<file path="config.mk">
export PLATFORM = sky130hd
export DESIGN_NAME = alu_serial_seq
export DESIGN_NICKNAME = d
export VERILOG_FILES = /design/src/rtl/alu_serial_seq.sv
export SDC_FILE = /design/constraint.sdc
export NUM_CORES = 1
export LEC_CHECK = 0
export CAP_MARGIN = 25
export CORE_MARGIN = 10
export CORE_UTILIZATION = 35
export CTS_CLUSTER_DIAMETER = 150
export DETAILED_ROUTE_END_ITERATION = 12
export HOLD_SLACK_MARGIN = 0.08
export MAX_ROUTING_LAYER = met4
export SLEW_MARGIN = 20
export SYNTH_ARGS = -nofsm -noshare
export SYNTH_HDL_FRONTEND = slang
export SYNTH_SLANG_ARGS = --single-unit
export TNS_END_PERCENT = 30
</file>
<file path="constraint.sdc">
create_clock -name clk -period 14.2 [get_ports clk]
set_clock_uncertainty 0.05 [all_clocks]
set_input_delay 2.84 -clock clk [delete_from_list [all_inputs] [get_ports clk]]
set_output_delay 2.84 -clock clk [all_outputs]
set_load 0.005 [all_outputs]
</file>
<file path="src/rtl/alu_serial_seq.sv">
// Bit-serial sequencer driving one alu_1bit slice LSB-first; assembles a
// WIDTH-bit result plus zero/carry/overflow flags from the slice outputs.
module alu_serial_seq #(
  parameter int WIDTH = 32
) (
  input  logic             clk,
  input  logic             rst,
  input  logic             start,
  input  logic [WIDTH-1:0] a_in,
  input  logic [WIDTH-1:0] b_in,
  input  logic [2:0]       op_in,
  output logic             busy,
  output logic             done,
  output logic [WIDTH-1:0] result,
  output logic             zero,
  output logic             cout,
  output logic             ovf,
  output logic             sl_a,
  output logic             sl_b,
  output logic [2:0]       sl_op,
  output logic             sl_cin,
  output logic             sl_lessi,
  input  logic             sl_r,
  input  logic             sl_cout
);

  localparam int CW = (WIDTH > 1) ? $clog2(WIDTH) : 1;
  localparam logic [CW-1:0] LAST_BIT = CW'(WIDTH - 1);
  localparam logic [CW-1:0] BIT_ONE  = CW'(1);

  typedef enum logic [1:0] {
    IDLE = 2'd0,
    RUN  = 2'd1,
    DONE = 2'd2
  } state_t;

  state_t           state_r, state_s;
  logic [WIDTH-1:0] a_sh_r, b_sh_r, acc_r;
  logic [2:0]       op_r;
  logic             slt_r;
  logic             carry_r;
  logic [CW-1:0]    bit_r;
  logic             accept_s, last_s;
  logic [3:0]       dec_s;
  logic [WIDTH-1:0] acc_next_s, res_next_s;
  logic             cout_next_s, ovf_next_s, msb_ovf_s;

  // slt runs on the slice as a subtract; unused codes collapse to and
  function automatic logic [3:0] decode_op(input logic [2:0] op);
    logic [3:0] d;
    case (op)
      3'b000:  d = 4'b0000;
      3'b001:  d = 4'b0001;
      3'b010:  d = 4'b0010;
      3'b110:  d = 4'b0110;
      3'b111:  d = 4'b1110;
      default: d = 4'b0000;
    endcase
    return d;
  endfunction

  assign dec_s    = decode_op(op_in);
  assign accept_s = (state_r == IDLE) && start;
  assign last_s   = (state_r == RUN) && (bit_r == LAST_BIT);

  // state register
  always_ff @(posedge clk or posedge rst) begin
    if (rst) state_r <= IDLE;
    else     state_r <= state_s;
  end

  // next-state logic
  always_comb begin
    state_s = state_r;
    case (state_r)
      IDLE: begin
        if (start) state_s = RUN;
        else       state_s = IDLE;
      end
      RUN: begin
        if (bit_r == LAST_BIT) state_s = DONE;
        else                   state_s = RUN;
      end
      DONE:    state_s = IDLE;
      default: state_s = IDLE;
    endcase
  end

  // final result and flags, valid on the cycle the MSB is processed
  always_comb begin
    acc_next_s  = {sl_r, acc_r[WIDTH-1:1]};
    msb_ovf_s   = carry_r ^ sl_cout;
    res_next_s  = acc_next_s;
    cout_next_s = 1'b0;
    ovf_next_s  = 1'b0;
    if (slt_r) begin
      res_next_s = {{(WIDTH-1){1'b0}}, sl_r ^ msb_ovf_s};
    end else if (op_r[1]) begin
      cout_next_s = sl_cout;
      ovf_next_s  = msb_ovf_s;
    end else begin
      res_next_s = acc_next_s;
    end
  end

  // operand shift registers, carry chain and bit counter
  always_ff @(posedge clk or posedge rst) begin
    if (rst) begin
      a_sh_r  <= '0;
      b_sh_r  <= '0;
      acc_r   <= '0;
      op_r    <= 3'b000;
      slt_r   <= 1'b0;
      carry_r <= 1'b0;
      bit_r   <= '0;
    end else if (accept_s) begin
      a_sh_r  <= a_in;
      b_sh_r  <= b_in;
      acc_r   <= '0;
      op_r    <= dec_s[2:0];
      slt_r   <= dec_s[3];
      carry_r <= dec_s[2];
      bit_r   <= '0;
    end else if (state_r == RUN) begin
      a_sh_r  <= a_sh_r >> 1;
      b_sh_r  <= b_sh_r >> 1;
      acc_r   <= acc_next_s;
      carry_r <= sl_cout;
      bit_r   <= bit_r + BIT_ONE;
    end
  end

  // registered status and result outputs
  always_ff @(posedge clk or posedge rst) begin
    if (rst) begin
      busy   <= 1'b0;
      done   <= 1'b0;
      result <= '0;
      zero   <= 1'b0;
      cout   <= 1'b0;
      ovf    <= 1'b0;
    end else begin
      done <= last_s;
      if (accept_s)              busy <= 1'b1;
      else if (state_r == DONE)  busy <= 1'b0;
      if (last_s) begin
        result <= res_next_s;
        zero   <= (res_next_s == '0);
        cout   <= cout_next_s;
        ovf    <= ovf_next_s;
      end
    end
  end

  assign sl_a     = (state_r == RUN) ? a_sh_r[0] : 1'b0;
  assign sl_b     = (state_r == RUN) ? b_sh_r[0] : 1'b0;
  assign sl_op    = (state_r == RUN) ? op_r      : 3'b000;
  assign sl_cin   = (state_r == RUN) ? carry_r   : 1'b0;
  assign sl_lessi = 1'b0;

endmodule
</file>
==> metrics.md <==
| Metric | Value |
|---|---|
| Run status | finished clean |
| Part of the cycle the worst path needs | 42.0% |
| Number of buffers inserted by hold repair at cts | 0 |
| Dpl hpwl | 9.55 mm |
| Capture endpoint of the worst hold path | result[2] |
| Crit path time final | 5.97 ns |
| CTS clock-pin slew for the worst setup and hold paths | 0.06 ns |
| Overall via count from detail_route | 4736 |
| Switching share of total power | 32.9% |
| Power Density | 210 nW/µm² |
| Unique cell type count in the Yosys netlist | 34 |
| Path depth of the worst reg2reg path | 5 |
| Die area | 22900 µm² |
| Num CTS Buffers | 17 |
| Portion of total power attributed to the clock network | between 20 and 30% |
| Initial antenna violation count | 0 |
| Final Max Slew Viols | 0 |
| Startpoint of the worst hold path | result[2] |
| Top-level I/O count | 116 |
| NetSw | 546 µW |
| Total core area | 16800 µm² |
| Wire length per cell after detailed routing | 14.9 µm |
| Peak clock frequency supported by timing | 168 MHz |
| Path type of the worst min-delay path | reg2reg |
| Type of origin of the critical path | register |
| Port bufs | 114 |
| Standby leakage power | 3.62 nW |
| Busiest grt layer | met2 |
| Portion of total power attributed to sequential cells | a little over two fifths |
| Layout cell share with drive strength beyond 1 | 5.61% |
| Final cell count without fillers | 968 |
| Row Count | 47 |
| Detailed-route vias per instance | a little under 5 |
| Clock root buffer | clkbuf_16 |
| Met1 Resource Use GR | 18.0% |
| Routability cong. | 0.771 |
| Number of remaining DRC errors | 0 |
| GRT Resource Usage Total | approximately an eighth |
| Largest vdd supply drop | roughly 0.094 mV |
| Via count of the first global-routing pass | 4730 |
| Post-cts sizing count | 0 |
| Worst Tran Pin Value | 0.935 ns |
| Count of endpoints failing hold in the final timing report | 0 |
| Setup repair after global routing missed its margin | false |
| Cells after DPL | 936 |
| Number of maximum-capacitance constraint violations | 0 |
| Initial Util | between 30% and 40% |
| Clock sink count | 144 |
| DIE HEIGHT | 151 µm |
| Drt first-iter violations | 320 |
| Design internal power | 1.11 mW |
| Synth Area per Inst | 9.40 µm² |
| Clock insertion delay at the later pin of the skew report | 0.41 ns |
| Aggregate global routing overflow | 0 |
| Combined area of all synthesized cells | 6030 µm² |
| Capture instance of the worst register-to-register path | zero |
| Filler instances | 1622 |
| Data arrival time at the worst-slack endpoint | roughly 3 ns |
| Final setup violating endpoints | 0 |
| Part of the power in combinational logic | 31.5% |
| Sort of element at the end of the critical path | primary output |
| Area used by multi-input combinational logic | 2240 µm² |
| FF/Latch Area | roughly 3600 µm² |
| Number of synthesized register bits | 144 |
| TNS Setup | 0 ns |
| Count of cells along the worst hold path | 2 |
| Horizontal die dimension | 151 µm |
| Total Routed Length | about 14 mm |
| Synthesis-to-layout area growth | 31.2% |
| Crit Path Max Fanout | 66 |
| Worst slew margin | 37.5% |
| Sequential share of the synthesized area | between 50 and 60% |
| Critical Setup Path Class | reg2out |
| Pin count of the biggest net entering global routing | 104 |
| Register-to-register setup slack | 11.78 ns |
| Synthesized instance count | roughly 640 |
| TritonCTS clock tree | built |
| Grt met3 use | 4.71% |
| Remaining antenna violation count after routing | 0 |
| Final antenna diode count | 0 |
| Required arrival time at the worst endpoint | 11.31 ns |
| Number of H-tree levels | 4 |
| Post-layout net count | between 800 and 900 |
| Pre-antenna DRT Iters | 5 |
| First-pass GRT wire length | ~24 mm |
| Post-Syn Nets | 716 |
| Worst-case clock buffer depth | 2 |
| Number of setup buffers added after CTS | 0 |
| Launch instance of the worst register-to-register path | state_r[1] |
| YS warnings | 0 |
| GR met2 Demand/Resource | 18.8% |
-- worst max path at each step --
stage	from	endpoint	depth (start not counted)
6_report	state_r[1]	sl_op[2]	4
5_1_grt	state_r[1]	sl_a	4
4_1_cts	state_r[1]	sl_op[2]	4
3_5_place_dp	state_r[1]	sl_op[2]	4
3_3_place_gp	state_r[1]	sl_op[2]	4
2_1_floorplan	rst	a_sh_r[0]	1
-- kinds of logic (layout without fill, tap and decap cells) --
logic type	count (synthesis)	after routing	share of synthesized area, %
AND/OR/NAND/NOR	297	297	21.0
AO/OA/AOI/OAI	144	144	14.8
flip-flops	144	144	59.7
buffers and inverters	51	157	3.53
adder cells (fa/ha/maj)	2	2	0.415
XOR/XNOR	2	2	0.290
other	1	1	0.0622
multiplexers	1	1	0.166
-- worst max-delay path, stage by stage (launching register included) --
cell and delay, ns:
dfrtp_1 0.45, nor2b_4 0.76, buf_4 0.68, and2_1 0.23
clkdlybuf4s50_1 0.51
-- metal layers --
metal	up-vias	part of all wire (%)
met4	0	0.66
li1	2342	-
met3	10	6.4
met5	-	0
met2	125	44
met1	2259	49
-- layout make-up --
| cell class | count | area share [%] |
|---|---|---|
| Inverter | 5 | 0.300 |
| Clock inverter | 12 | 1.50 |
| Sequential cell | 144 | 45.5 |
| Multi-Input combinational cell | 447 | 28.4 |
| Timing Repair Buffer | 121 | 15.2 |
| Tap cell | 220 | 3.48 |
| Clock buffer | 19 | 5.60 |
-- synthesized netlist by cell type --
| cell type | number | area [µm²] |
|---|---|---|
| mux2i_1 | 1 | 10.0 |
| ha_1 | 2 | 25.0 |
| a21oi_1 | 2 | 10.0 |
| nand4b_1 | 1 | 8.76 |
| buf_4 | 1 | 7.51 |
| nand3b_1 | 1 | 7.51 |
| nand4_1 | 3 | 18.8 |
| nor3_1 | 1 | 5.00 |
| nand2b_1 | 32 | 200 |
| or4_1 | 2 | 15.0 |
| conb_1 | 1 | 3.75 |
| buf_1 | 8 | 30.0 |
| a22oi_1 | 62 | 465 |
| o21ai_0 | 74 | 370 |
| and3_1 | 2 | 12.5 |
| a221o_1 | 1 | 10.0 |
| a21o_1 | 1 | 7.51 |
| nor3b_1 | 1 | 7.51 |
| clkbuf_1 | 23 | 86.3 |
| nand3_1 | 4 | 20.0 |
| or2b_1 | 1 | 7.51 |
| xnor2_1 | 2 | 17.5 |
| a2bb2oi_1 | 1 | 8.76 |
| dfrtp_1 | 144 | 3600 |
| nor4_1 | 6 | 37.5 |
| nor2b_1 | 1 | 6.26 |
| nor2_1 | 3 | 11.3 |
| o21ai_1 | 1 | 5.00 |
| o41ai_1 | 1 | 8.76 |
| nand2_1 | 234 | 878 |
| o31ai_1 | 1 | 7.51 |
| buf_2 | 14 | 70.1 |
| inv_1 | 5 | 18.8 |
| and2_1 | 5 | 31.3 |
-- power by group through the flow --
| stage | Sequential, mW | Clock [mW] | Combinational (mW) |
|---|---|---|---|
| 3_5_place_dp | 0.717 | 0 | 0.532 |
| 2_1_floorplan | 0.688 | 0 | 0.323 |
| 5_1_grt | 0.736 | 0.454 | 0.602 |
| 4_1_cts | 0.712 | 0.434 | 0.533 |
| 3_3_place_gp | 0.709 | 0 | 0.516 |
| 6_report | 0.711 | 0.424 | 0.523 |
-- state kept, by name, summed over array words and instances, names as in the netlist --
register,flops
a_sh_r,32
b_sh_r,32
result,32
acc_r,31
bit_r,5
op_r,3
state_r,2
busy,1
carry_r,1
cout,1
done,1
ovf,1
slt_r,1
zero,1
-- metrics by stage --
stage / setup slack [ns] / hold WS, ns / power (mW) / utilization (%) / instance area [µm²]
final: 8.23 / 0.424 / 1.66 / 47.2 / 7920
after global routing: 8.00 / 0.443 / 1.79 / 47.2 / 7920
after CTS: 8.22 / 0.427 / 1.68 / 47.1 / 7890
after detailed placement: 8.69 / 0.410 / 1.25 / 43.7 / 7330
after global placement: 8.75 / 0.408 / 1.22 / 43.7 / 7330
after floorplan: 7.44 / 0.388 / 1.01 / - / 6030
-- layout by cell type (no fill, tap or decap), types with 3 or more instances in the layout --
cell and count:
a22oi_1 62, and2_1 5, buf_4 6, clkbuf_16 17, clkdlybuf4s50_1 114, clkinv_2 7, dfrtp_1 144, inv_1 4
nand2_1 233, nand2b_1 32, nand3_1 4, nand4_1 3, nor4_1 6, o21ai_0 74
Power figures use the tool's default switching activity.
